File: config.mk
export PLATFORM = sky130hd
export DESIGN_NAME = nand_logic_seq
export DESIGN_NICKNAME = d
export VERILOG_FILES = /design/src/rtl/nand_logic_seq.sv
export SDC_FILE = /design/constraint.sdc
export NUM_CORES = 1
export LEC_CHECK = 0
export CORE_MARGIN = 2
export CORE_UTILIZATION = 48
export DETAILED_ROUTE_END_ITERATION = 10
export PLACE_DENSITY = 0.79
export SLEW_MARGIN = 30
export SYNTH_ARGS = -nofsm -noshare
export SYNTH_HDL_FRONTEND = slang
export SYNTH_SLANG_ARGS = --single-unit
File: constraint.sdc
create_clock -name clk -period 3 [get_ports clk]
set_clock_uncertainty 0.1 [all_clocks]
set_input_delay 0.6 -clock clk [delete_from_list [all_inputs] [get_ports clk]]
set_output_delay 0.6 -clock clk [all_outputs]
set_load 0.01 [all_outputs]
File: src/rtl/nand_logic_seq.sv
// Multi-cycle 16-bit logic unit: every logic op is built from one shared NAND stage, one NAND per clock.
// Latency: N cycles from accepted start to the done pulse (N = 1..5, depending on op).
// Backpressure: start is ignored while busy. Optional macro NLS_XOR_EN enables ops 100/101; otherwise they are flagged illegal.
module nand_logic_seq (
    input  logic        clk,
    input  logic        reset,
    input  logic        start,
    input  logic [2:0]  op,
    input  logic [15:0] a,
    input  logic [15:0] b,
    output logic        busy,
    output logic        done,
    output logic [15:0] result,
    output logic        zero,
    output logic        illegal
);
    typedef enum logic [1:0] {IDLE, EXEC, DONE} state_t;
    typedef enum logic [1:0] {D_T1, D_T2, D_R} dst_t;

    localparam logic [2:0] OP_NAND = 3'b000;
    localparam logic [2:0] OP_AND  = 3'b001;
    localparam logic [2:0] OP_OR   = 3'b010;
    localparam logic [2:0] OP_NOR  = 3'b011;
    localparam logic [2:0] OP_XOR  = 3'b100;
    localparam logic [2:0] OP_XNOR = 3'b101;
    localparam logic [2:0] OP_NOT  = 3'b110;
    localparam logic [2:0] OP_PASS = 3'b111;

    state_t      state_q, state_d;
    logic [15:0] a_q, a_d, b_q, b_d, t1_q, t1_d, t2_q, t2_d;
    logic [15:0] result_q, result_d;
    logic [2:0]  op_q, op_d, step_q, step_d;
    logic        busy_q, busy_d, done_q, done_d, zero_q, zero_d, illegal_q, illegal_d;

    logic [15:0] nx, ny, nand_out;
    dst_t        dst;
    logic        skip;

    // Operand routing for the current step. NOR/XNOR park the OR/XOR value in T1
    // and invert it on the last step, so result only ever changes on completion.
    always_comb begin
        nx   = a_q;
        ny   = b_q;
        dst  = D_R;
        skip = 1'b0;
        case (op_q)
            OP_AND: begin
                if (step_q == 3'd0) dst = D_T1;
                else begin nx = t1_q; ny = t1_q; end
            end
            OP_OR, OP_NOR: begin
                case (step_q)
                    3'd0: begin nx = a_q;  ny = a_q;  dst = D_T1; end
                    3'd1: begin nx = b_q;  ny = b_q;  dst = D_T2; end
                    3'd2: begin nx = t1_q; ny = t2_q; dst = (op_q == OP_NOR) ? D_T1 : D_R; end
                    default: begin nx = t1_q; ny = t1_q; end
                endcase
            end
            OP_XOR, OP_XNOR: begin
`ifdef NLS_XOR_EN
                case (step_q)
                    3'd0: dst = D_T1;
                    3'd1: begin nx = a_q;  ny = t1_q; dst = D_T2; end
                    3'd2: begin nx = b_q;  ny = t1_q; dst = D_T1; end
                    3'd3: begin nx = t2_q; ny = t1_q; dst = (op_q == OP_XNOR) ? D_T1 : D_R; end
                    default: begin nx = t1_q; ny = t1_q; end
                endcase
`else
                skip = 1'b1;
`endif
            end
            OP_NOT: ny = a_q;
            OP_PASS: begin
                if (step_q == 3'd0) begin nx = a_q; ny = a_q; dst = D_T1; end
                else begin nx = t1_q; ny = t1_q; end
            end
            default: ;
        endcase
        nand_out = ~(nx & ny);
    end

    always_comb begin
        state_d   = state_q;
        a_d       = a_q;
        b_d       = b_q;
        op_d      = op_q;
        t1_d      = t1_q;
        t2_d      = t2_q;
        step_d    = step_q;
        result_d  = result_q;
        zero_d    = zero_q;
        busy_d    = busy_q;
        done_d    = 1'b0;
        illegal_d = 1'b0;
        case (state_q)
            IDLE, DONE: begin
                if (start) begin
                    a_d     = a;
                    b_d     = b;
                    op_d    = op;
                    step_d  = 3'd0;
                    busy_d  = 1'b1;
                    state_d = EXEC;
                end else begin
                    state_d = IDLE;
                end
            end
            EXEC: begin
                step_d = step_q + 3'd1;
                if (skip) begin
                    result_d  = 16'h0000;
                    zero_d    = 1'b1;
                    done_d    = 1'b1;
                    illegal_d = 1'b1;
                    busy_d    = 1'b0;
                    state_d   = DONE;
                end else begin
                    case (dst)
                        D_T1: t1_d = nand_out;
                        D_T2: t2_d = nand_out;
                        default: begin
                            result_d = nand_out;
                            zero_d   = (nand_out == 16'h0000);
                            done_d   = 1'b1;
                            busy_d   = 1'b0;
                            state_d  = DONE;
                        end
                    endcase
                end
            end
            default: begin
                busy_d  = 1'b0;
                state_d = IDLE;
            end
        endcase
    end

    always_ff @(posedge clk) begin
        if (reset) begin
            state_q   <= IDLE;
            a_q       <= 16'h0000;
            b_q       <= 16'h0000;
            op_q      <= 3'd0;
            t1_q      <= 16'h0000;
            t2_q      <= 16'h0000;
            step_q    <= 3'd0;
            result_q  <= 16'h0000;
            zero_q    <= 1'b1;
            busy_q    <= 1'b0;
            done_q    <= 1'b0;
            illegal_q <= 1'b0;
        end else begin
            state_q   <= state_d;
            a_q       <= a_d;
            b_q       <= b_d;
            op_q      <= op_d;
            t1_q      <= t1_d;
            t2_q      <= t2_d;
            step_q    <= step_d;
            result_q  <= result_d;
            zero_q    <= zero_d;
            busy_q    <= busy_d;
            done_q    <= done_d;
            illegal_q <= illegal_d;
        end
    end

    assign busy    = busy_q;
    assign done    = done_q;
    assign result  = result_q;
    assign zero    = zero_q;
    assign illegal = illegal_q;
endmodule

==> impl_metrics.ini, run 1 <==
[placement]
dp.cells = 727
dpl.hpwl_um = 8970
io_buffers = 57
place_ws_ns = 0.197
place_congestion = 0.902

[sta]
hold_violations = 0
finalWorstSetupSlack_ns = 0.146
worstMarginPinSlew_ns = 0.901
slew_violations = 0
setup_viol = 0
fmax_mhz = 350
finalCriticalPeriod_ns = 2.85
whs_ns = 0.362
slew_headroom_pct = 39.9
fin_crit_sh_pct = 95.1

[routing]
via_per_inst = 5.73
wl_um = 12400
wl_per_cell_um = 16.6
post-route-drc-count = 0
via_count = 4257
ant_nets = 0
first_pass_iters = 4
drtIter0Drc = 288

[synth]
syn-num-nets = 609
syn_area_per_cell_um2 = 8.07
syn_area_um2 = 4570
ys_top_cells_by_area = dfxtp_1 40%, a21oi_1 9.2%, nand2_1 7.6%
ys_ff_latch = 92
synth_area_leader_cell = dfxtp_1
synth_cells = 567
async_reset_ff_share_pct = 0
synth_seq_area_share_pct = 40.3
synth_ff_type = dfxtp_1
yosys_warnings = 0
synth_top_area_share_pct = 40.3
synth_cell_type_count = 61
synth_edf_count = 0

[clock_network]
cts_made_buffers = 9
worstSkewPairLatency_ns = 0.36
cts_tree = done
clock_sinks = 92
clk_pin_slew_ns = 0.09
cts-root-buf = clkbuf_8
clock_path_buffers = 2
htreeDepth = 3
hold_buffers = 0

[worst_setup_path]
cp-startpoint = step_q[0]
crit_fanout = 15
crit_path_end_kind = flop
cp.required_ns = 3.19
arrival_ns = 3.05
worstSetupPathType = flop to flop
r2r_start = step_q[0]
start_kind = flop

[global_routing]
grt-ovfl-total = 0
antenna_found_initial = 0
grt.total_usage_pct = 24.6
grt_pass1_vias = 3772
grt_max_degree = 93
grt_pass1_wl_um = 20100

[floorplanning]
die_x_um = 102
die-height_um = 102
dieArea_um2 = 10300
initial_utilization_pct = 49.5
coreArea_um2 = 9240
pin_count = 58
row_count = 35

[cells_and_area]
layout.cells.non_filler = 743
area_delta_synth_final_pct = 19.3
layout-drive-gt1-share_pct = 10.3
diodes = 0
fillers = 842
layout.nets = 652
final_cell_mix = 93 x nand2_1, 92 x dfxtp_1, 83 x a21oi_1
layout_commonest_cell = nand2_1

[pwr]
p_leak_nw = 1.89
powerDensity_nw_per_um2 = 502
total_power_mw = 2.74
vdd_drop_max_mv = 0.278

[min_path]
hold_start = result[9]
holdCritPathClass = flop to flop

[outcome]
status = complete, no violations

[job]
drv_cap = 0
-- cell usage after synthesis (6+ instances only) --
master and number:
a21oi_1 84, dfxtp_1 92, a22oi_1 8, a221oi_1 10, inv_1 7, mux2i_1 6
nand2_1 93, nand2b_1 7, buf_2 17, clkbuf_1 21, nor3_1 14, o21ai_0 8
a211oi_1 29, buf_6 7, nor2_1 66
-- power breakdown --
part | internal (mW) | leakage, nW | switching, mW
logic | 0.212 | 1.03 | 0.257
registers | 1.28 | 0.751 | 0.0538
clock network | 0.475 | 0.108 | 0.458
total | 1.97 | 1.89 | 0.769
-- worst paths after layout --
kind / end / cells past startpoint / slack (ns)
max: zero / 10 / 0.15
min reg2reg: result[9] / 2 / 0.36
max reg2reg: zero / 10 / 0.15
min: result[9] / 2 / 0.36
-- per-stage QoR --
| step | setup TNS (ns) | instance area, um^2 | util, % |
|---|---|---|---|
| floorplan | 0 | 4570 | - |
| global placement | 0 | 5200 | 56.3 |
| detailed placement | 0 | 5200 | 56.3 |
| CTS | 0 | 5420 | 58.7 |
| global route | -0.00148 | 5460 | 59.0 |
| finish | 0 | 5460 | 59.0 |
-- final cells by class --
cell class	count	area [um^2]	area share [%]
Tap cell	129	161	2.96
Clock buffer	9	124	2.27
Multi-Input combinational cell	418	2440	44.7
Clock inverter	6	96.3	1.77
Timing Repair Buffer	81	766	14.0
Inverter	8	30.0	0.550
Sequential cell	92	1840	33.8
-- kinds of logic after synthesis --
group / Yosys count / synth area share [%]
simple gates: 220 / 23.3
compound gates: 185 / 26.6
flops: 92 / 40.3
buf+inv: 57 / 6.76
mux: 7 / 1.56
fa+ha+maj: 4 / 1.09
xor+xnor: 2 / 0.383
-- what timing repair did --
action	CTS	global route
setup buffers	0	1
hold endpoints to repair	0	0
endpoints found under the setup margin	0	4
gates resized for setup	0	4
-- critical path, stage by stage (launching register included) --
cell and delay, ns:
dfxtp_1 0.41, inv_1 0.10, ha_1 0.25, buf_4 0.18, nand2b_4 0.13, a21o_2 0.29, a21oi_1 0.16, or4_1 0.66
nor3_1 0.21, nand4_1 0.14, o21ai_1 0.15
-- metal layers --
metal  global-route usage (%)  routed length, um
met1                     39.1               6320
met2                     34.4               5090
met3                     2.90                791
met4                     6.96                155
met5                        0                  0
-- sequential cells by signal, summed over array words and instances, names as in the netlist --
name / flops
a_q: 16
b_q: 16
busy: 1
done: 1
illegal: 1
op_q: 3
result: 16
state_q: 2
step_q: 3
t1_q: 16
t2_q: 16
zero: 1
No activity file was read; power rests on OpenSTA's default activity.
==> inputs of run 2 (changes only) <==
--- a/config.mk
+++ b/config.mk
@@ -7,7 +7,7 @@
 export LEC_CHECK = 0
 export CORE_MARGIN = 2
-export CORE_UTILIZATION = 48
+export CORE_UTILIZATION = 45
 export DETAILED_ROUTE_END_ITERATION = 10
-export PLACE_DENSITY = 0.79
+export PLACE_DENSITY = 0.76
 export SLEW_MARGIN = 30
 export SYNTH_ARGS = -nofsm -noshare
==> constraint.sdc (replaced) <==
create_clock -name clk -period 3 [get_ports clk]
set_clock_uncertainty 0.1 [all_clocks]
set_input_delay 0.45 -clock clk [delete_from_list [all_inputs] [get_ports clk]]
set_output_delay 0.45 -clock clk [all_outputs]
set_load 0.01 [all_outputs]
==> run 2 against run 1 <==
Against the previous run:
- cell count up 0.40%
- die area up 6.4%
- flip-flop and latch count unchanged
- via count up 1.6%
- worst hold slack worse by 0.0030 ns
- sequential share of layout area up 0.26 points
- setup slack better by 0.037 ns
- sequential power about the same
- count of clock-buffer cells in the layout up 2
- register-to-register slack better by 0.04 ns
- critical path depth down 1
- combinational power down 1%
- critical path type unchanged
- highest routed layer unchanged
==> impl_metrics.ini, run 2 (synthesized netlist as in run 1, its figures left out) <==
[cells_and_area]
diodes = 0
register_area_um2 = 1840
layout-drive-gt1-share_pct = 9.79
fillers = 966
layout.nets = 650
layout_commonest_cell = nand2_1
multi_input_area_um2 = 2430
fin_area_um2 = 5410
final_cell_mix = 93 x nand2_1, 92 x dfxtp_1, 83 x a21oi_1
area_delta_synth_final_pct = 18.4

[pwr]
clkPwrFrac_pct = 32.3
power.internal_mw = 1.90
swShare_pct = 28.6
seqPwrFrac_pct = 50.3
powerDensity_nw_per_um2 = 492
total_power_mw = 2.66
p_switching_mw = 0.760
combPwrFrac_pct = 17.4
vdd_drop_max_mv = 0.227
p_leak_nw = 1.87

[sta]
fin_crit_sh_pct = 93.9
slew_headroom_pct = 36.7
tns_ns = 0
worstMarginPinSlew_ns = 0.950
rsz0062_at_grt = no
slew_violations = 0
setup_viol = 0
fmax_mhz = 355
hold_violations = 0
finalCriticalPeriod_ns = 2.82

[global_routing]
grt.total_usage_pct = 23.1
met1_usage_pct = 33.9
grt_pass1_wl_um = 20300
use_met3_pct = 3.31
grt_max_degree = 93
grt_pass1_vias = 3921
grt-ovfl-total = 0
busiest_layer = met1
antenna_found_initial = 0
grt_use_met2_pct = 33.6

[min_path]
holdCritPathClass = flop to flop
hold_start = result[4]
hold_depth = 2
holdPathEnd = result[4]

[routing]
post-route-drc-count = 0
wl_per_cell_um = 16.6
via_count = 4326
wl_um = 12400
via_per_inst = 5.80
first_pass_iters = 5
ant_nets = 0
drtIter0Drc = 253

[floorplanning]
initial_utilization_pct = 46.6
pin_count = 58
coreArea_um2 = 9820
dieArea_um2 = 11000
die_x_um = 105
die-height_um = 105
row_count = 36

[worst_setup_path]
r2r_start = step_q[0]
rrSetupSlack_ns = 0.18
crit_path_end_kind = flop
start_kind = flop
crit_fanout = 6
arrival_ns = 3.04
cp.required_ns = 3.22
reg2reg_depth = 9
reg2reg_to = zero
worstSetupPathType = flop to flop

[clock_network]
clk_pin_slew_ns = 0.10
clock_sinks = 92
htreeDepth = 3
cts-root-buf = clkbuf_8
clock_path_buffers = 2
cts_tree = done
worstSkewPairLatency_ns = 0.38
hold_buffers = 0
cts_made_buffers = 9

[placement]
dpl.hpwl_um = 9040
io_buffers = 57
place_congestion = 0.949
placed_area_um2 = 5190

[job]
drv_cap = 0

[outcome]
status = complete, no violations
run 2: power groups by stage:
stage	Sequential [mW]	Combinational (mW)	Clock [mW]
after floorplan	1.35	0.295	0
after global placement	1.37	0.446	0
after detailed placement	1.37	0.454	0
after CTS	1.34	0.455	0.869
after global routing	1.35	0.509	0.927
final	1.34	0.463	0.859
run 2: final cells by class:
cell class | count | area share [%]
Sequential cell | 92 | 34.0
Inverter | 8 | 0.555
Multi-Input combinational cell | 418 | 44.9
Clock inverter | 5 | 1.11
Tap cell | 133 | 3.07
Timing Repair Buffer | 79 | 13.7
Clock buffer | 11 | 2.61
run 2: worst max-delay path by stage:
stage | endpoint | slack (ns) | from
6_report | zero | 0.18 | step_q[0]
5_1_grt | zero | 0.02 | step_q[0]
4_1_cts | zero | 0.15 | step_q[0]
3_5_place_dp | zero | 0.16 | step_q[0]
3_3_place_gp | zero | 0.20 | step_q[0]
2_1_floorplan | zero | 0.09 | step_q[1]
run 2: critical path, stage by stage, from the launching register on:
cell,delay [ns]
dfxtp_1,0.39
inv_1,0.10
ha_1,0.28
or3_1,0.49
a21oi_2,0.16
o32ai_1,0.09
or3_1,0.42
nand4bb_1,0.20
or4_1,0.41
o21ai_1,0.11
run 2: stage by stage:
stage / std cells / utilization, % / hold slack (ns) / setup slack [ns]
after floorplan: 567 / - / 0.344 / 0.0931
after global placement: 729 / 52.9 / 0.340 / 0.199
after detailed placement: 729 / 52.9 / 0.344 / 0.165
after CTS: 745 / 54.9 / 0.358 / 0.154
after global routing: 746 / 55.1 / 0.398 / 0.0178
final: 746 / 55.1 / 0.359 / 0.183
run 2: timing repair:
action                                  CTS  global route
hold endpoints to repair                  0             0
setup buffers                             0             1
gates resized for setup                   0             1
endpoints found under the setup margin    0             1
run 2: per-layer routing:
| layer | part of all wire, % | vias to the layer above |
|---|---|---|
| li1 | - | 2105 |
| met1 | 49 | 2041 |
| met2 | 43 | 163 |
| met3 | 6.3 | 17 |
| met4 | 1.7 | 0 |
| met5 | 0 | - |
==> inputs of run 3 (changes only) <==
CTS_CLUSTER_SIZE = 12   (was default)
==> results of run 3 <==
Same layout as run 2: the final DEF is identical, and so are final timing and power.
